**src/rtl/fir_pair_serializer.sv**
```systemverilog
`default_nettype none
// ============================================================================
// Module      : fir_pair_serializer
// Description : Buffers {y[2k], y[2k+1]} pairs from a 2-parallel FIR and
//               emits them one sample per transfer, in time order.
// Revision    : 1.0 - initial release
// ============================================================================
module fir_pair_serializer #(
    parameter int DATA_W = 16,
    parameter int DEPTH  = 8,
    parameter int ADDR_W = 3
) (
    input  logic              clk,
    input  logic              i_rst,
    input  logic              ValidIn,
    input  logic [DATA_W-1:0] DataIn1,
    input  logic [DATA_W-1:0] DataIn2,
    output logic              in_ready,
    output logic              out_valid,
    output logic [DATA_W-1:0] out_data,
    input  logic              out_ready,
    output logic [ADDR_W:0]   level,
    output logic              overflow
);

    localparam logic [ADDR_W:0]   c_depth   = (ADDR_W+1)'(DEPTH);
    localparam logic [ADDR_W:0]   c_lvl_one = (ADDR_W+1)'(1);
    localparam logic [ADDR_W-1:0] c_ptr_one = ADDR_W'(1);

    logic [2*DATA_W-1:0] r_mem [DEPTH];
    logic [ADDR_W-1:0]   r_wr_ptr;
    logic [ADDR_W-1:0]   r_rd_ptr;
    logic [ADDR_W:0]     r_level;
    logic                r_phase;
    logic                r_overflow;

    logic                w_transfer;
    logic                w_retire;
    logic                w_push;
    logic [2*DATA_W-1:0] w_head;

    assign w_transfer = out_valid && out_ready;
    assign w_retire   = w_transfer && r_phase;
    // A full FIFO still takes a pair in the cycle its head pair is retired.
    assign w_push     = ValidIn && ((r_level < c_depth) || w_retire);
    assign w_head     = r_mem[r_rd_ptr];

    assign in_ready  = (r_level < c_depth) || w_retire;
    assign out_valid = (r_level != '0);
    assign out_data  = !out_valid ? '0
                     : (r_phase ? w_head[DATA_W-1:0] : w_head[2*DATA_W-1:DATA_W]);
    assign level     = r_level;
    assign overflow  = r_overflow;

    // Storage carries no reset; stale entries are never visible past level.
    always_ff @(posedge clk) begin
        if (w_push) begin
            r_mem[r_wr_ptr] <= {DataIn1, DataIn2};
        end
    end

    always_ff @(posedge clk) begin
        if (i_rst) begin
            r_wr_ptr   <= '0;
            r_rd_ptr   <= '0;
            r_level    <= '0;
            r_phase    <= 1'b0;
            r_overflow <= 1'b0;
        end else begin
            if (w_push) begin
                r_wr_ptr <= r_wr_ptr + c_ptr_one;
            end
            if (w_transfer) begin
                r_phase <= ~r_phase;
            end
            if (w_retire) begin
                r_rd_ptr <= r_rd_ptr + c_ptr_one;
            end
            case ({w_push, w_retire})
                2'b10:   r_level <= r_level + c_lvl_one;
                2'b01:   r_level <= r_level - c_lvl_one;
                default: r_level <= r_level;
            endcase
            if (ValidIn && !w_push) begin
                r_overflow <= 1'b1;
            end
        end
    end

endmodule
`default_nettype wire
```
**config.mk**
```make
export PLATFORM = sky130hd
export DESIGN_NAME = fir_pair_serializer
export DESIGN_NICKNAME = d
export VERILOG_FILES = /design/src/rtl/fir_pair_serializer.sv
export SDC_FILE = /design/constraint.sdc
export NUM_CORES = 1
export LEC_CHECK = 0
export ABC_AREA = 1
export CAP_MARGIN = 20
export CORE_MARGIN = 4
export CORE_UTILIZATION = 50
export CTS_CLUSTER_SIZE = 16
export DETAILED_ROUTE_END_ITERATION = 12
export PLACE_DENSITY = 0.66
export SKIP_CTS_REPAIR_TIMING = 1
export SYNTH_ARGS = -nofsm -noshare
export SYNTH_HDL_FRONTEND = slang
export SYNTH_SLANG_ARGS = --single-unit
```
**constraint.sdc**
```tcl
create_clock -name clk -period 3.3 [get_ports clk]
set_clock_uncertainty 0.2 [all_clocks]
set_input_delay 0.66 -clock clk [delete_from_list [all_inputs] [get_ports clk]]
set_output_delay 0.66 -clock clk [all_outputs]
set_load 0.005 [all_outputs]
```
==> results of run 1 <==
==> where the power goes <==
group	leakage (uW)	internal [uW]	total, uW	switching [uW]
Sequential	0.00245	3960	4040	83.0
Clock	0.000471	1990	3250	1260
Combinational	0.00292	775	1910	1130
==> flip-flops by register name, summed over array words and instances (netlist names), named ones only <==
name,flops
level,4
overflow,1
r_mem,256
r_phase,1
r_rd_ptr,3
r_wr_ptr,3
==> final timing paths <==
check	start	endpoint	cells after the start
worst max-delay path	flip-flop	out_data[9]	9
worst min-delay path	overflow	overflow	2
worst max register to register	level[3]	level[2]	14
worst min register to register	overflow	overflow	2
==> cells in the mapped netlist <==
cell type | number | area share (%)
inv_2 | 2 | 0.065
buf_2 | 37 | 1.6
nand3_4 | 1 | 0.15
o21ai_0 | 6 | 0.26
xnor2_1 | 1 | 0.076
nor3_1 | 2 | 0.087
buf_4 | 2 | 0.13
clkbuf_1 | 11 | 0.36
nand3_1 | 165 | 7.2
nand2_1 | 398 | 13
dfxtp_1 | 15 | 2.6
a21oi_1 | 24 | 1.0
nor2_1 | 22 | 0.72
xor2_1 | 4 | 0.30
nand2_2 | 2 | 0.11
nand2_4 | 2 | 0.20
buf_1 | 3 | 0.098
edfxtp_1 | 256 | 67
inv_1 | 145 | 4.7
ha_1 | 5 | 0.54
==> cell usage in the layout, fill, tap and decap left out, types with 4 or more instances in the layout <==
cell,netlist,final
buf_4,2,22
nand3_2,0,5
nor2_4,0,8
edfxtp_1,256,256
a21oi_1,24,10
clkdlybuf4s50_1,0,46
bufinv_16,0,4
nand3_1,165,160
dlymetal6s2s_1,0,12
xor2_1,4,4
nand2_1,398,398
clkbuf_16,0,33
o21ai_0,6,6
ha_1,5,5
inv_1,145,142
nor2_1,22,14
clkbuf_1,11,6
clkinv_1,0,5
a21oi_2,0,14
dfxtp_1,15,13
buf_12,0,12
==> cell type report <==
| cell class | count | area [sq um] |
|---|---|---|
| tap | 285 | 357 |
| timing repair buffer | 103 | 1230 |
| clock buffer | 38 | 790 |
| clock inverter | 15 | 179 |
| multi-input combinational | 632 | 2860 |
| inverter | 147 | 572 |
| sequential | 271 | 7990 |
| fill | 1795 | 8660 |
==> kinds of logic (layout without fill, tap and decap cells) <==
kind of cell    Yosys count  in the layout  share of synthesized area (%)
buf+inv                 200            303                           6.99
flops                   271            271                           69.4
xor+xnor                  5              5                          0.380
compound gates           30             30                           1.30
simple gates            592            592                           21.4
fa+ha+maj                 5              5                          0.543
==> routing by layer <==
layer  vias up  track usage (%)  wire, microns
met4         0             6.00            818
li1       3778                -              -
met3        61             3.28           1800
met2       279             34.5          13500
met5         -                0              0
met1      3784             26.8          11600
==> per-stage QoR <==
| step | std cells | utilization [%] | worst slack (ps) | power [uW] |
|---|---|---|---|---|
| floorplan | 1103 | - | 273 | 4990 |
| global placement | 1420 | 55.8 | 346 | 5750 |
| detailed placement | 1420 | 55.8 | 351 | 5770 |
| CTS | 1473 | 60.1 | -228 | 9010 |
| global route | 1491 | 61.7 | -109 | 9580 |
| finish | 1491 | 61.7 | -45.4 | 9200 |
==> tightest hold or removal path, stage by stage, from the launching register on <==
cell and delay [ps]:
dfxtp_1 310, inv_1 50, a21oi_1 50
==> metrics, run 1 <==
I/O Pins=59; maximum vdd drop=483 uV; Max Cap Viol=0; CTS Sinks=271; #FFs+latches synth=271; Netlist cell types=20; Yosys Warn Count=0; worst path required time=2440 ps; nets=1225; Area Growth Syn to Fin=21.4%; Final setup viols=1; final wirelength=27700 microns; first-pass GRT wire length=40600 microns; fraction of layout cells with a size suffix above 1=10.4%; H-tree Lvls=1; status=finished, violations left; crit start category=flip-flop; CTS buffer count=29; core area=0.0226 sq mm; Post-DRT Antenna Nets=0; wire per inst=18.6 microns; failing checks=setup timing; final worst path period share=101%; Site Rows=55; Slew Viols, Final=0; DP Area=0.0126 sq mm; Post-Syn Instances=1103; Initial DRC Count=706; RSZ-0062 raised after global routing=yes; Avg Vias per Cell=5.30; CTS Buffer Depth=3; Die Y-Extent=160 microns; DP HPWL=14100 microns; final worst slack=-45.4 ps; Final Hold Fails=0; Critical-path top delay cell=clkdlybuf4s50_1; placer congestion estimate=0.799; die area=0.0255 sq mm; Layout Cell Area excl Fill=0.0140 sq mm; clock slew at reported path FFs=60 ps; actual slew at the worst max-slew pin=526 ps; Static Leak=0.00584 uW; clock root buffer=clkbuf_16; Port Buffer Count=58; cell repeated most along the worst path=nand2_1; worst path bufs/invs=3; register-to-register setup slack=870 ps; Fmax=299 MHz; Hold/Removal Path Class=flip-flop to flip-flop; TritonCTS clock tree=built; relative slew slack=64.9%; delay-heaviest family, CP=buffers and inverters; Syn Area/Cell=10.4 sq um; Crit path arrival time=2490 ps; Setup TNS=-45.4 ps; largest net degree at the start of global routing=129; Post-route DRC=0; total track usage=20.2%; worst skew pair latency=540 ps; routed via count=7902; syn_nets=1144; WS Path Type=flip-flop to output port; final worst path period need=3350 ps; initial antenna violation count=0; initial core utilization=50.9%; Die Wd=160 microns; sequential area share after synthesis=69.4%; CP max FO=16; Antenna diodes=0; TritonRoute pass-1 iters=5; Pwr Density=658 mW/mm^2; Synth Cell Area=0.0115 sq mm; GRT overflow=0; Worst setup EP type=output port; worst path cell trace=buf_4, clkbuf_16, nand2_1, nand2_1, nand2_1, nand3_1, nand3_1, a21oi_2, clkdlybuf4s50_1; vias in the first global route=7510; Worst Hold Slack=252 ps; slowest stage delay, CP=520 ps
Note: power is estimated with default switching activity, not from simulation.
==> run 2: changes to the inputs <==
TNS_END_PERCENT = 1   (was not set)
==> run 2 against run 1 <==
Non-clock buffer count is 5 lower. Largest power group unchanged. Die area stayed put. Combinational power hardly changed. The run still ends with setup timing left. Setup slack worse by 34 ps. Flip-flop and latch count stayed put. Critical endpoint is now out_data[7].
==> metrics, run 2 (synthesis results as in run 1) <==
Antenna diodes=0 (unchanged); CTS buffer count=29 (unchanged); first-pass GRT wire length=40600 microns (unchanged); Worst Hold Slack=252 ps (+0.269 ps); Port Buffer Count=58 (unchanged); actual slew at the worst max-slew pin=507 ps (-19.5 ps); maximum vdd drop=496 uV (+2.8%); RSZ-0062 raised after global routing=yes; H-tree Lvls=1 (unchanged); status=finished, violations left; Post-route DRC=0 (unchanged); leading cell type in the layout, fill and taps excluded=nand2_1; Die Wd=160 microns (unchanged); Die Y-Extent=160 microns (unchanged); die area=0.0255 sq mm (unchanged); Tot Pwr=9180 uW (-0.17%); crit start category=flip-flop; Area Growth Syn to Fin=20.7%; initial antenna violation count=0 (unchanged); routed via count=7827 (-0.95%); Setup TNS=-205 ps (-159 ps); Hold/Removal Path Class=flip-flop to flip-flop; GRT overflow=0 (unchanged); Max Cap Viol=0 (unchanged); Final Hold Fails=0 (unchanged); CP max FO=16 (unchanged); TritonRoute pass-1 iters=5 (unchanged); reg2reg start=level[3]; final worst path period share=102% (+1.0 points); hold_sp=overflow; worst skew pair latency=540 ps (about the same); worst path required time=2440 ps (about the same); Fmax=296 MHz (-1.0%); vias in the first global route=7510 (unchanged); final wirelength=27500 microns (-0.86%); Post-DRT Antenna Nets=0 (unchanged); Post-Layout Cell Count=1486 (-0.34%); Slew Viols, Final=0 (unchanged); initial core utilization=50.9% (unchanged); total track usage=20.2% (unchanged); Final setup viols=6 (+5); nets=1220 (-0.41%); wire per inst=18.5 microns (-0.52%); Initial DRC Count=706 (unchanged); storage element area=0.00799 sq mm (unchanged); multi-input logic area=0.00284 sq mm (-0.70%); dpl cells=1420 (unchanged); CTS Sinks=271 (unchanged); Avg Vias per Cell=5.27 (-0.62%); Pwr Density=661 mW/mm^2 (+0.42%); Worst setup EP type=output port; Layout Cell Area excl Fill=0.0139 sq mm (-0.59%); DP Area=0.0126 sq mm (unchanged); CTS Buffer Depth=3 (unchanged); Site Rows=55 (unchanged); relative slew slack=66.2% (+1.3 points); I/O Pins=59 (unchanged); clock root buffer=clkbuf_16; most frequent cells in the layout=nand2_1, edfxtp_1, nand3_1, inv_1, clkdlybuf4s50_1; largest net degree at the start of global routing=129 (unchanged); Crit path arrival time=2520 ps (+30 ps); clock slew at reported path FFs=60 ps (about the same); fraction of layout cells with a size suffix above 1=9.74% (-0.71 points); placer congestion estimate=0.799 (unchanged); DP HPWL=14100 microns (unchanged); max FFs per register=256 (unchanged); Static Leak=0.00571 uW (-2.2%); core area=0.0226 sq mm (unchanged); # fillers=1806 (+0.61%); TritonCTS clock tree=built; final worst path period need=3380 ps (+34.2 ps); WS Path Type=flip-flop to output port; largest register by flop count=r_mem; final worst slack=-79.6 ps (-34.2 ps); failing checks=setup timing
[run 2: cell types whose count changed in the layout (fill, tap and decap cells not counted), sizes merged]
cell           before  now
buf                40   35
clkdlybuf4s50      46   53
dlymetal6s2s       12    5
[run 2: metrics by stage]
| stage | utilization, % | worst slack, ps |
|---|---|---|
| final | 61.4 | -79.6 |
| after detailed placement | 55.8 | 351 |
| after CTS | 60.1 | -228 |
| after global placement | 55.8 | 346 |
| after floorplan | - | 273 |
| after global routing | 61.4 | -161 |
[run 2: power breakdown]
| group | switching (uW) | internal (uW) | total (uW) |
|---|---|---|---|
| logic | 1120 | 771 | 1890 |
| clock network | 1260 | 1990 | 3250 |
| registers | 83.5 | 3960 | 4050 |
| total | 2460 | 6720 | 9180 |
[run 2: layer usage]
layer | vias up | routed length (microns) | track usage [%]
met5 | - | 0 | 0
met3 | 58 | 1810 | 3.28
met2 | 270 | 13500 | 34.5
li1 | 3766 | - | -
met4 | 0 | 716 | 6.00
met1 | 3733 | 11500 | 26.8
[run 2: cell type report]
class                   count  share of cell area (%)
inverters                 147                    4.12
clock inverters            15                    1.29
clock buffers              38                    5.68
repair buffers             98                    8.38
flip-flops and latches    271                    57.5
multi-input cells         632                    20.4
well taps                 285                    2.57
[run 2: critical path, cell delays in order, from the launching register on]
cell and delay [ps]:
dfxtp_4 480, buf_4 170, clkbuf_16 190, nand2_1 60, nand2_1 70, nand2_1 60
nand3_1 120, nand3_1 90, a21oi_2 210, clkdlybuf4s50_1 530
[run 2: final timing paths]
check / slack [ps] / depth (start not counted) / endpoint
max: -80 / 9 / out_data[7]
max reg2reg: 880 / 14 / level[2]
min: 250 / 2 / overflow
min reg2reg: 250 / 2 / overflow
==> run 3: changes to the inputs <==
CORE_MARGIN = not set   (was 4)
==> run 3 against run 2 <==
The run still ends with setup timing left. Hold slack worse by 5.6 ps. Via count is 0.38% lower. Die area is 7.4% lower.
==> metrics, run 3 (synthesis results as in run 1) <==
status=finished, violations left; failing checks=setup timing; relative slew slack=54.8% (-11 points); crit start category=flip-flop; Post-DRT Antenna Nets=0 (unchanged); nets=1209 (-0.90%); worst path cell trace=nor2_1, nand2_2, inv_1, a21oi_1, clkdlybuf4s50_1; final worst path period share=101% (-1.3 points); final worst slack=-37.9 ps (+41.8 ps); CTS Buffer Depth=3 (unchanged); Area Growth Syn to Fin=18.3%; largest register by flop count=r_mem; Initial DRC Count=705 (-0.14%); final worst path period need=3340 ps (-41.8 ps); worst path required time=2440 ps (about the same); initial core utilization=50.9% (unchanged); DP HPWL=14100 microns (+0.29%); Fmax=300 MHz (+1.3%); storage element area=0.00799 sq mm (unchanged); Site Rows=55 (unchanged); Antenna diodes=0 (unchanged); initial antenna violation count=0 (unchanged); TritonRoute pass-1 iters=5 (unchanged); Port Buffer Count=58 (unchanged); actual slew at the worst max-slew pin=677 ps (+171 ps); clock slew at reported path FFs=60 ps (about the same); Final Hold Fails=0 (unchanged); total track usage=21.9% (+1.8 points); Worst setup EP type=output port; largest net degree at the start of global routing=69 (-47%); H-tree Lvls=1 (unchanged); wire per inst=17.8 microns (-3.9%); routed via count=7797 (-0.38%); core area=0.0226 sq mm (unchanged); Die Y-Extent=154 microns (-3.8%); GRT overflow=0 (unchanged); Die Wd=154 microns (-3.8%); Pwr Density=645 mW/mm^2 (-2.3%); first-pass GRT wire length=39700 microns (-2.3%); Static Leak=0.00557 uW (-2.4%); Max Cap Viol=0 (unchanged); WS Path Type=flip-flop to output port; placer congestion estimate=0.842 (+5.4%); vias in the first global route=7477 (-0.44%); max FFs per register=256 (unchanged); Worst Hold Slack=247 ps (-5.64 ps); Setup TNS=-165 ps (+39.9 ps); clock root buffer=clkbuf_16; maximum vdd drop=582 uV (+17%); TritonCTS clock tree=built; RSZ-0062 raised after global routing=yes; Critical-path top delay cell=clkdlybuf4s50_1; CTS buffer count=28 (-3.4%); Final setup viols=8 (+2); Slew Viols, Final=0 (unchanged); Post-route DRC=0 (unchanged); most frequent cells in the layout=nand2_1, edfxtp_1, nand3_1, inv_1, clkdlybuf4s50_1; CTS Sinks=271 (unchanged); delay-heaviest family, CP=buffers and inverters; leading cell type in the layout, fill and taps excluded=nand2_1; Hold/Removal Path Class=flip-flop to flip-flop; Crit path arrival time=2480 ps (-40 ps); die area=0.0236 sq mm (-7.4%); multi-input logic area=0.00279 sq mm (-1.6%); worst path bufs/invs=2 (-1); slowest stage delay, CP=560 ps (+30 ps); Avg Vias per Cell=5.30 (+0.56%); CP max FO=16 (unchanged); # fillers=1786 (-1.1%); fraction of layout cells with a size suffix above 1=7.16% (-2.6 points); final wirelength=26200 microns (-4.8%); I/O Pins=59 (unchanged); worst skew pair latency=540 ps (about the same)
run 3: changes by cell type in the layout (fill, tap and decap cells not counted), moves of 3 or more:
cell | before | now
a21oi_1 | 10 | 21
dlymetal6s2s_1 | 5 | 2
buf_4 | 19 | 11
clkdlybuf4s50_1 | 53 | 56
a21oi_2 | 14 | 3
clkbuf_8 | 3 | 0
clkinvlp_4 | 3 | 0
run 3: area by class of cell:
type | instances | share of cell area [%]
flip-flops and latches | 271 | 58.7
clock inverters | 12 | 0.771
inverters | 147 | 4.09
well taps | 285 | 2.62
multi-input cells | 632 | 20.5
clock buffers | 37 | 5.55
repair buffers | 88 | 7.81
run 3: power by group:
part           internal, uW  switching (uW)
Sequential             3960            79.7
Clock                  1750            1240
Combinational           704            1060
run 3: final timing paths:
kind                                from      endpoint  slack, ps  cells past startpoint
worst min register to register  overflow      overflow        250                      2
worst min-delay path            overflow      overflow        250                      2
worst max register to register  level[3]      level[2]        890                     13
worst max-delay path            level[3]  out_data[15]        -40                      5
run 3: layer usage:
metal | wire length (microns) | vias up | GRT usage, %
li1 | - | 3738 | -
met1 | 11100 | 3722 | 29.3
met2 | 12500 | 278 | 36.5
met3 | 1710 | 59 | 2.87
met4 | 853 | 0 | 8.76
met5 | 0 | - | 0
run 3: tightest hold or removal path: stages, from the launching register on:
cell     delay [ps]
dfxtp_1         310
inv_1            40
a21oi_1          50
run 3: through the flow:
stage,power [uW],setup WS (ps),instances,util [%],area (sq um)
2_1_floorplan,4990,273,1103,-,11500
3_3_place_gp,5760,469,1420,55.8,12600
3_5_place_dp,5780,435,1420,55.8,12600
4_1_cts,8750,-158,1469,59.6,13500
5_1_grt,9140,-152,1472,60.2,13600
6_report,8790,-37.9,1472,60.2,13600
